[src/rtl/call_push_unit_pkg.sv]
// Shared core definitions for the subroutine push sequencer (CALL, CALZ and
// interrupt entry): push kinds, FSM states and stack constants.
package call_push_unit_pkg;

  typedef enum logic [1:0] {
    PUSH_CALL = 2'd0,
    PUSH_CALZ = 2'd1,
    PUSH_INT  = 2'd2
  } push_kind_t;

  typedef enum logic [2:0] {
    S_IDLE   = 3'd0,
    S_W_PCP  = 3'd1,
    S_W_PCSH = 3'd2,
    S_W_PCSL = 3'd3,
    S_COMMIT = 3'd4
  } push_state_t;

  localparam logic [3:0] STACK_PAGE  = 4'h0;
  localparam int         PUSH_CYCLES = 4;

  // The reserved kind encoding 3 behaves exactly like a plain CALL.
  function automatic push_kind_t decode_kind(input logic [1:0] raw);
    case (raw)
      2'd1:    return PUSH_CALZ;
      2'd2:    return PUSH_INT;
      default: return PUSH_CALL;
    endcase
  endfunction

endpackage

[src/rtl/call_push_unit_if.sv]
// Request/response bundle between the decoder, the push sequencer and the
// RAM / register-file write ports. The stack_wrap signal exists only when
// STACK_GUARD_EN is defined.
interface call_push_if #(
  parameter int PC_WIDTH = 13
);

  logic                start;
  logic [1:0]          kind;
  logic [PC_WIDTH-1:0] pc_in;
  logic [4:0]          npp_in;
  logic [7:0]          target_in;
  logic [7:0]          sp_in;

  logic [11:0]         ram_addr;
  logic [3:0]          ram_wdata;
  logic                ram_we;
  logic [7:0]          sp_out;
  logic                sp_we;
  logic [PC_WIDTH-1:0] pc_out;
  logic                pc_we;
  logic                clear_i;
  logic                busy;
  logic                done;
`ifdef STACK_GUARD_EN
  logic                stack_wrap;
`endif

  modport master (
    output start, kind, pc_in, npp_in, target_in, sp_in,
    input  ram_addr, ram_wdata, ram_we, sp_out, sp_we,
    input  pc_out, pc_we, clear_i, busy, done
`ifdef STACK_GUARD_EN
    , input stack_wrap
`endif
  );

  modport slave (
    input  start, kind, pc_in, npp_in, target_in, sp_in,
    output ram_addr, ram_wdata, ram_we, sp_out, sp_we,
    output pc_out, pc_we, clear_i, busy, done
`ifdef STACK_GUARD_EN
    , output stack_wrap
`endif
  );

endinterface

[src/rtl/call_push_unit.sv]
// Push half of the subroutine protocol: writes the return address nibbles
// below SP (PCP, PCSH, PCSL), drops SP by 3 and loads the new PC. Advances
// only on clk_en cycles. Define STACK_GUARD_EN to add the sticky stack_wrap
// output flagging pushes that wrap below address 0x00.
module call_push_unit
  import call_push_unit_pkg::*;
#(
  parameter int         PC_WIDTH = 13,
  parameter logic [3:0] INT_PAGE = 4'h1
) (
  input logic        clk,
  input logic        reset,
  input logic        clk_en,
  call_push_if.slave bus
);

  push_state_t         state;
  push_kind_t          kind_r;
  logic [PC_WIDTH-1:0] ret_r;
  logic [7:0]          target_r;
  logic [7:0]          sp_r;

  logic [11:0]         ram_addr_r;
  logic [3:0]          ram_wdata_r;
  logic                ram_we_r;
  logic [7:0]          sp_out_r;
  logic                sp_we_r;
  logic [PC_WIDTH-1:0] pc_out_r;
  logic                pc_we_r;
  logic                clear_i_r;
  logic                busy_r;
  logic                done_r;

  logic [PC_WIDTH-1:0] ret_next;
  logic [PC_WIDTH-1:0] pc_commit;

  // Return address increments inside the bank; the bank bit never changes.
  assign ret_next = {bus.pc_in[PC_WIDTH-1],
                     bus.pc_in[PC_WIDTH-2:0] + (PC_WIDTH-1)'(1)};

  // New PC for the commit step; npp_in is read live because the decoder holds it.
  always_comb begin
    pc_commit = '0;
    case (kind_r)
      PUSH_CALZ: pc_commit = {ret_r[PC_WIDTH-1], 4'h0, target_r};
      PUSH_INT:  pc_commit = {ret_r[PC_WIDTH-1], INT_PAGE, target_r};
      default:   pc_commit = {bus.npp_in, target_r};
    endcase
  end

  // Push sequencer: one enabled cycle per step, strobes registered per state.
  always_ff @(posedge clk) begin
    if (reset) begin
      state       <= S_IDLE;
      kind_r      <= PUSH_CALL;
      ret_r       <= '0;
      target_r    <= '0;
      sp_r        <= '0;
      ram_addr_r  <= '0;
      ram_wdata_r <= '0;
      ram_we_r    <= 1'b0;
      sp_out_r    <= '0;
      sp_we_r     <= 1'b0;
      pc_out_r    <= '0;
      pc_we_r     <= 1'b0;
      clear_i_r   <= 1'b0;
      busy_r      <= 1'b0;
      done_r      <= 1'b0;
    end else if (clk_en) begin
      ram_we_r  <= 1'b0;
      sp_we_r   <= 1'b0;
      pc_we_r   <= 1'b0;
      clear_i_r <= 1'b0;
      done_r    <= 1'b0;
      case (state)
        S_IDLE: begin
          if (bus.start) begin
            kind_r      <= decode_kind(bus.kind);
            ret_r       <= ret_next;
            target_r    <= bus.target_in;
            sp_r        <= bus.sp_in;
            ram_addr_r  <= {STACK_PAGE, bus.sp_in - 8'd1};
            ram_wdata_r <= ret_next[11:8];
            ram_we_r    <= 1'b1;
            busy_r      <= 1'b1;
            state       <= S_W_PCP;
          end
        end
        S_W_PCP: begin
          ram_addr_r  <= {STACK_PAGE, sp_r - 8'd2};
          ram_wdata_r <= ret_r[7:4];
          ram_we_r    <= 1'b1;
          state       <= S_W_PCSH;
        end
        S_W_PCSH: begin
          ram_addr_r  <= {STACK_PAGE, sp_r - 8'd3};
          ram_wdata_r <= ret_r[3:0];
          ram_we_r    <= 1'b1;
          state       <= S_W_PCSL;
        end
        S_W_PCSL: begin
          sp_out_r  <= sp_r - 8'd3;
          sp_we_r   <= 1'b1;
          pc_out_r  <= pc_commit;
          pc_we_r   <= 1'b1;
          clear_i_r <= (kind_r == PUSH_INT);
          done_r    <= 1'b1;
          state     <= S_COMMIT;
        end
        S_COMMIT: begin
          busy_r <= 1'b0;
          state  <= S_IDLE;
        end
        default: begin
          busy_r <= 1'b0;
          state  <= S_IDLE;
        end
      endcase
    end
  end

`ifdef STACK_GUARD_EN
  logic stack_wrap_r;

  // Sticky flag for any accepted push whose frame crosses below address 0x00.
  always_ff @(posedge clk) begin
    if (reset) begin
      stack_wrap_r <= 1'b0;
    end else if (clk_en && state == S_IDLE && bus.start && bus.sp_in < 8'd3) begin
      stack_wrap_r <= 1'b1;
    end
  end

  assign bus.stack_wrap = stack_wrap_r;
`else
  // Default build: no wrap tracking and no stack_wrap signal on the bus.
`endif

  // Strobes are suppressed on stalled cycles; address and data simply hold.
  assign bus.ram_addr  = ram_addr_r;
  assign bus.ram_wdata = ram_wdata_r;
  assign bus.ram_we    = ram_we_r & clk_en;
  assign bus.sp_out    = sp_out_r;
  assign bus.sp_we     = sp_we_r & clk_en;
  assign bus.pc_out    = pc_out_r;
  assign bus.pc_we     = pc_we_r & clk_en;
  assign bus.clear_i   = clear_i_r & clk_en;
  assign bus.busy      = busy_r;
  assign bus.done      = done_r & clk_en;

endmodule

[src/flat_wrapper.sv]
// flat-port wrapper written by rule: the top's interface ports become plain ports
module call_push_unit_flat import call_push_unit_pkg::*;
#(
  parameter int         PC_WIDTH = 13,
  parameter logic [3:0] INT_PAGE = 4'h1
)
  (clk, reset, clk_en, bus_start, bus_kind, bus_pc_in, bus_npp_in, bus_target_in, bus_sp_in, bus_ram_addr, bus_ram_wdata, bus_ram_we, bus_sp_out, bus_sp_we, bus_pc_out, bus_pc_we, bus_clear_i, bus_busy, bus_done);
  call_push_if #(.PC_WIDTH(PC_WIDTH)) bus_i ();
  input logic clk;
  input logic reset;
  input logic clk_en;
  input wire logic [$bits(bus_i.start)-1:0] bus_start;
  input wire logic [$bits(bus_i.kind)-1:0] bus_kind;
  input wire logic [$bits(bus_i.pc_in)-1:0] bus_pc_in;
  input wire logic [$bits(bus_i.npp_in)-1:0] bus_npp_in;
  input wire logic [$bits(bus_i.target_in)-1:0] bus_target_in;
  input wire logic [$bits(bus_i.sp_in)-1:0] bus_sp_in;
  output wire logic [$bits(bus_i.ram_addr)-1:0] bus_ram_addr;
  output wire logic [$bits(bus_i.ram_wdata)-1:0] bus_ram_wdata;
  output wire logic [$bits(bus_i.ram_we)-1:0] bus_ram_we;
  output wire logic [$bits(bus_i.sp_out)-1:0] bus_sp_out;
  output wire logic [$bits(bus_i.sp_we)-1:0] bus_sp_we;
  output wire logic [$bits(bus_i.pc_out)-1:0] bus_pc_out;
  output wire logic [$bits(bus_i.pc_we)-1:0] bus_pc_we;
  output wire logic [$bits(bus_i.clear_i)-1:0] bus_clear_i;
  output wire logic [$bits(bus_i.busy)-1:0] bus_busy;
  output wire logic [$bits(bus_i.done)-1:0] bus_done;
  assign bus_i.start = bus_start;
  assign bus_i.kind = bus_kind;
  assign bus_i.pc_in = bus_pc_in;
  assign bus_i.npp_in = bus_npp_in;
  assign bus_i.target_in = bus_target_in;
  assign bus_i.sp_in = bus_sp_in;
  assign bus_ram_addr = bus_i.ram_addr;
  assign bus_ram_wdata = bus_i.ram_wdata;
  assign bus_ram_we = bus_i.ram_we;
  assign bus_sp_out = bus_i.sp_out;
  assign bus_sp_we = bus_i.sp_we;
  assign bus_pc_out = bus_i.pc_out;
  assign bus_pc_we = bus_i.pc_we;
  assign bus_clear_i = bus_i.clear_i;
  assign bus_busy = bus_i.busy;
  assign bus_done = bus_i.done;
  call_push_unit #(.PC_WIDTH(PC_WIDTH), .INT_PAGE(INT_PAGE)) u_core (.clk(clk), .reset(reset), .clk_en(clk_en), .bus(bus_i));
endmodule
[config.mk]
export PLATFORM = sky130hd
export DESIGN_NAME = call_push_unit_flat
export DESIGN_NICKNAME = d
export VERILOG_FILES = /design/src/rtl/call_push_unit_pkg.sv /design/src/rtl/call_push_unit_if.sv /design/src/rtl/call_push_unit.sv /design/src/flat_wrapper.sv
export SDC_FILE = /design/constraint.sdc
export NUM_CORES = 1
export LEC_CHECK = 0
export ABC_AREA = 0
export ABC_CLOCK_PERIOD_IN_PS = 2200
export BUFFER_PORTS_ARGS = -buffer_cell sky130_fd_sc_hd__buf_2
export CAP_MARGIN = 30
export CORE_UTILIZATION = 25
export CTS_BUF_LIST = sky130_fd_sc_hd__clkbuf_4 sky130_fd_sc_hd__clkbuf_8
export DETAILED_ROUTE_END_ITERATION = 8
export PLACE_DENSITY_LB_ADDON = 0.12
export SLEW_MARGIN = 40
export SYNTH_ARGS = -nofsm -noshare
export SYNTH_HDL_FRONTEND = slang
export SYNTH_SLANG_ARGS = --single-unit
[constraint.sdc]
create_clock -name clk -period 2.2 [get_ports clk]
set_input_delay 0.11 -clock clk [delete_from_list [all_inputs] [get_ports clk]]
set_output_delay 0.11 -clock clk [all_outputs]
set_load 0.005 [all_outputs]
==> impl_metrics.py <==
metrics = {
    "status": {
        "status": "complete, no violations",
    },
    "timing": {
        "hold_viol_final": 0,
        "max_slew.worst_pin.slew_ns": 0.671,
        "setup-violations-final": 0,
        "rsz0062_at_grt": "false",
        "period_share_pct": 91.6,
        "final_max_slew_viol_count": 0,
        "fin_crit_ns": 2.02,
        "clock_skew_ns": 0.00812,
        "setup_tns_ns": 0,
        "fmax_mhz": 496,
        "relSlewSlack_pct": 55.3,
        "hold_slack_ns": 0.0311,
    },
    "power_and_ir_drop": {
        "peakVddDrop_v": 0.000199,
        "finalPower_uw": 2790,
        "p_per_area_nw_per_um2": 665,
        "p_leak_uw": 0.00167,
    },
    "critical_path": {
        "crit_required_ns": 2.45,
        "worstSetupPathType": "register to register",
        "crit_fanout": 8,
        "cp-end-kind": "register",
        "worst_setup_path_start_kind": "register",
        "critPathArrivalTime_ns": 2.26,
    },
    "hold_path": {
        "hold_class": "input port to register",
    },
    "route": {
        "routed_wl_um": 9620,
        "remaining_drc_errors": 0,
        "vias": 3123,
        "wl_per_cell_um": 14.2,
        "dr.pass1.iters": 4,
        "drt-initial-drc-count": 117,
        "drt-vias-per-instance": 4.61,
        "ant_nets": 0,
    },
    "cells_and_area": {
        "fillCellCount": 1419,
        "area_delta_synth_final_pct": 26.0,
        "final_nets": 547,
        "drive_gt1_share_pct": 22.6,
        "antennaDiodeCount": 0,
    },
    "cts": {
        "cts_tree": "built",
        "clkTransAtPathRegs_ns": 0.08,
        "cts-root-buf": "clkbuf_8",
        "clockBufferDepth": 2,
        "cts_sinks": 67,
        "htree_num_levels": 3,
        "clk_latency_ns": 0.34,
        "cts_made_buffers": 9,
    },
    "synth": {
        "synth.avg_cell_area_um2": 7.92,
        "synth_edf_count": 0,
        "synth-main-ff-cell": "dfxtp_1",
        "ys_seq_area_share_pct": 40.2,
        "synthArstFlopShare_pct": 0,
        "synth_area_um2": 3330,
        "synth_top_cells_by_area": "dfxtp_1 (40%), nand2_1 (8.4%), a21oi_1 (7.4%), a211oi_1 (4.3%), nor2_1 (4.3%)",
        "synth_cells": 421,
        "synthDominantCellAreaShare_pct": 40.2,
        "ys_types": 56,
        "ys_seq_elements": 67,
        "yosysWarnings": 0,
        "synth_top_cell_by_area": "dfxtp_1",
    },
    "global_route": {
        "grt_use_total_pct": 14.1,
        "antenna_found_initial": 0,
        "grt_overflow": 0,
        "grt_use_met1_pct": 18.1,
        "grt_max_degree": 68,
        "grt_first_pass_wirelength_um": 15400,
        "top_usage_layer": "met2",
        "grt_pass1_vias": 2977,
        "grtUsageMet2_pct": 23.1,
        "use_met3_pct": 3.49,
    },
    "floorplan": {
        "rows": 41,
        "die_w_um": 117,
        "io-pin-count": 83,
        "start_util_pct": 26.0,
        "dieArea_um2": 13800,
        "core_um2": 12800,
        "die_y_um": 117,
    },
    "placed_design": {
        "dp_hpwl_um": 6740,
        "gp_routability_congestion": 0.802,
        "io_buffers": 78,
    },
    "run": {
        "maxCapViolCount": 0,
    },
}
flip-flops by register name (all words and copies together), names as in the netlist:
name / cells
u_core.bus.ram_wdata: 4
u_core.kind_r: 2
u_core.sp_we_r: 1
u_core.bus.sp_out: 8
u_core.ret_r: 9
u_core.bus.pc_out: 13
u_core.sp_r: 8
u_core.bus.ram_addr: 8
u_core.ram_we_r: 1
u_core.state: 3
u_core.clear_i_r: 1
u_core.bus.busy: 1
u_core.target_r: 8
cells by family (layout without fill, tap and decap cells):
family                     after synthesis  after routing  share of synthesized area [%]
and+or+nand+nor                        169            169                           23.6
AOI/OAI and AO/OA                      110            110                           21.7
DFF                                     67             67                           40.2
buffers and inverters                   47            128                           6.38
xor gates and xnor gates                16             16                           4.20
adders and majority gates                7              7                           2.63
muxes                                    4              4                           1.20
other                                    1              4                          0.112
worst max-delay path, stage by stage (launching register included):
cell and delay, ns:
dfxtp_1 0.47, inv_1 0.10, ha_1 0.21, a2111oi_0 0.44
buf_4 0.20, nand2_1 0.05, a32o_1 0.20, a311oi_1 0.25
report_power, final:
part           leakage (uW)  internal [uW]  switching, uW
registers          0.000546           1270           45.7
clock network      0.000103            561            471
logic               0.00102            198            251
total               0.00167           2030            767
cell usage in the layout, fill, tap and decap left out, types with 4 or more instances in the layout:
master,netlist,layout
xor2_1,8,8
clkbuf_8,0,10
ha_1,7,7
a21oi_1,49,49
nand3_1,11,11
dlygate4sd3_1,0,9
xnor2_1,8,8
a211oi_1,19,19
nor3_1,5,5
nand2b_1,6,6
nor2_1,38,38
o211ai_1,4,4
and2_1,4,4
a221oi_1,6,6
nand2_1,75,75
o21ai_0,7,7
a311oi_1,4,4
nor3b_1,4,4
dfxtp_1,67,67
inv_1,10,10
conb_1,1,4
buf_2,5,78
mux2i_1,4,4
nor4_1,6,6
buf_4,6,13
layer usage:
layer	share of wire, %	vias up
li1	-	1631
met1	48	1438
met2	47	47
met3	3.6	7
met4	1.3	0
met5	0	-
synthesized netlist by cell type, types with 2 or more instances:
cell type,number
nor3_1,5
buf_4,6
inv_1,10
or3_1,2
o21ai_0,7
nand4_1,2
a21oi_1,49
xor2_1,8
nor2b_1,3
a211oi_1,19
dfxtp_1,67
clkbuf_1,24
and3_1,2
a221oi_1,6
o31ai_1,2
a21boi_0,2
nand3_1,11
nor2_1,38
a21o_1,2
a311oi_1,4
xnor2_1,8
nor3b_1,4
nand2_1,75
ha_1,7
nor4_1,6
mux2i_1,4
nand2b_1,6
and2_1,4
buf_2,5
o211ai_1,4
nand3b_1,2
o31a_1,3
per-stage QoR:
step / worst slack [ns] / instances / cell area, um2 / util (%)
floorplan: 0.305 / 424 / 3350 / -
global placement: 0.300 / 652 / 3910 / 30.5
detailed placement: 0.216 / 652 / 3910 / 30.5
CTS: 0.193 / 677 / 4200 / 32.8
global route: 0.00927 / 677 / 4200 / 32.8
finish: 0.185 / 677 / 4200 / 32.8
final timing paths:
kind | startpoint | endpoint | slack [ns] | cells past startpoint
setup / recovery | u_core.sp_r[2]$_SDFFE_PP0P_ | u_core.bus.ram_addr[5]$_SDFFE_PP0P_ | 0.18 | 7
hold / removal | bus_npp_in[2] | u_core.bus.pc_out[10]$_SDFFE_PP0P_ | 0.03 | 3
setup reg to reg | u_core.sp_r[2]$_SDFFE_PP0P_ | u_core.bus.ram_addr[5]$_SDFFE_PP0P_ | 0.18 | 7
hold reg to reg | u_core.target_r[6]$_SDFFE_PP0P_ | u_core.bus.pc_out[6]$_SDFFE_PP0P_ | 0.45 | 2
final cells by class:
class                      count  area [um2]  share of cell area, %
clock buffer                  11         145                   3.45
clock inverter                 5        52.6                   1.25
inverter                      10        37.5                  0.893
multi-input combinational    310        1790                   42.6
sequential                    67        1340                   31.9
tap                          172         215                   5.12
timing repair buffer         102         618                   14.7
what timing repair did:
action | 4_1_cts | 5_1_grt
endpoints found under the hold margin | 9 | 0
endpoints found under the setup margin | 0 | 0
buffers inserted | 0 | 0
hold buffers | 9 | 0
gates resized for setup | 0 | 0
Note: power is estimated with default switching activity, not from simulation.
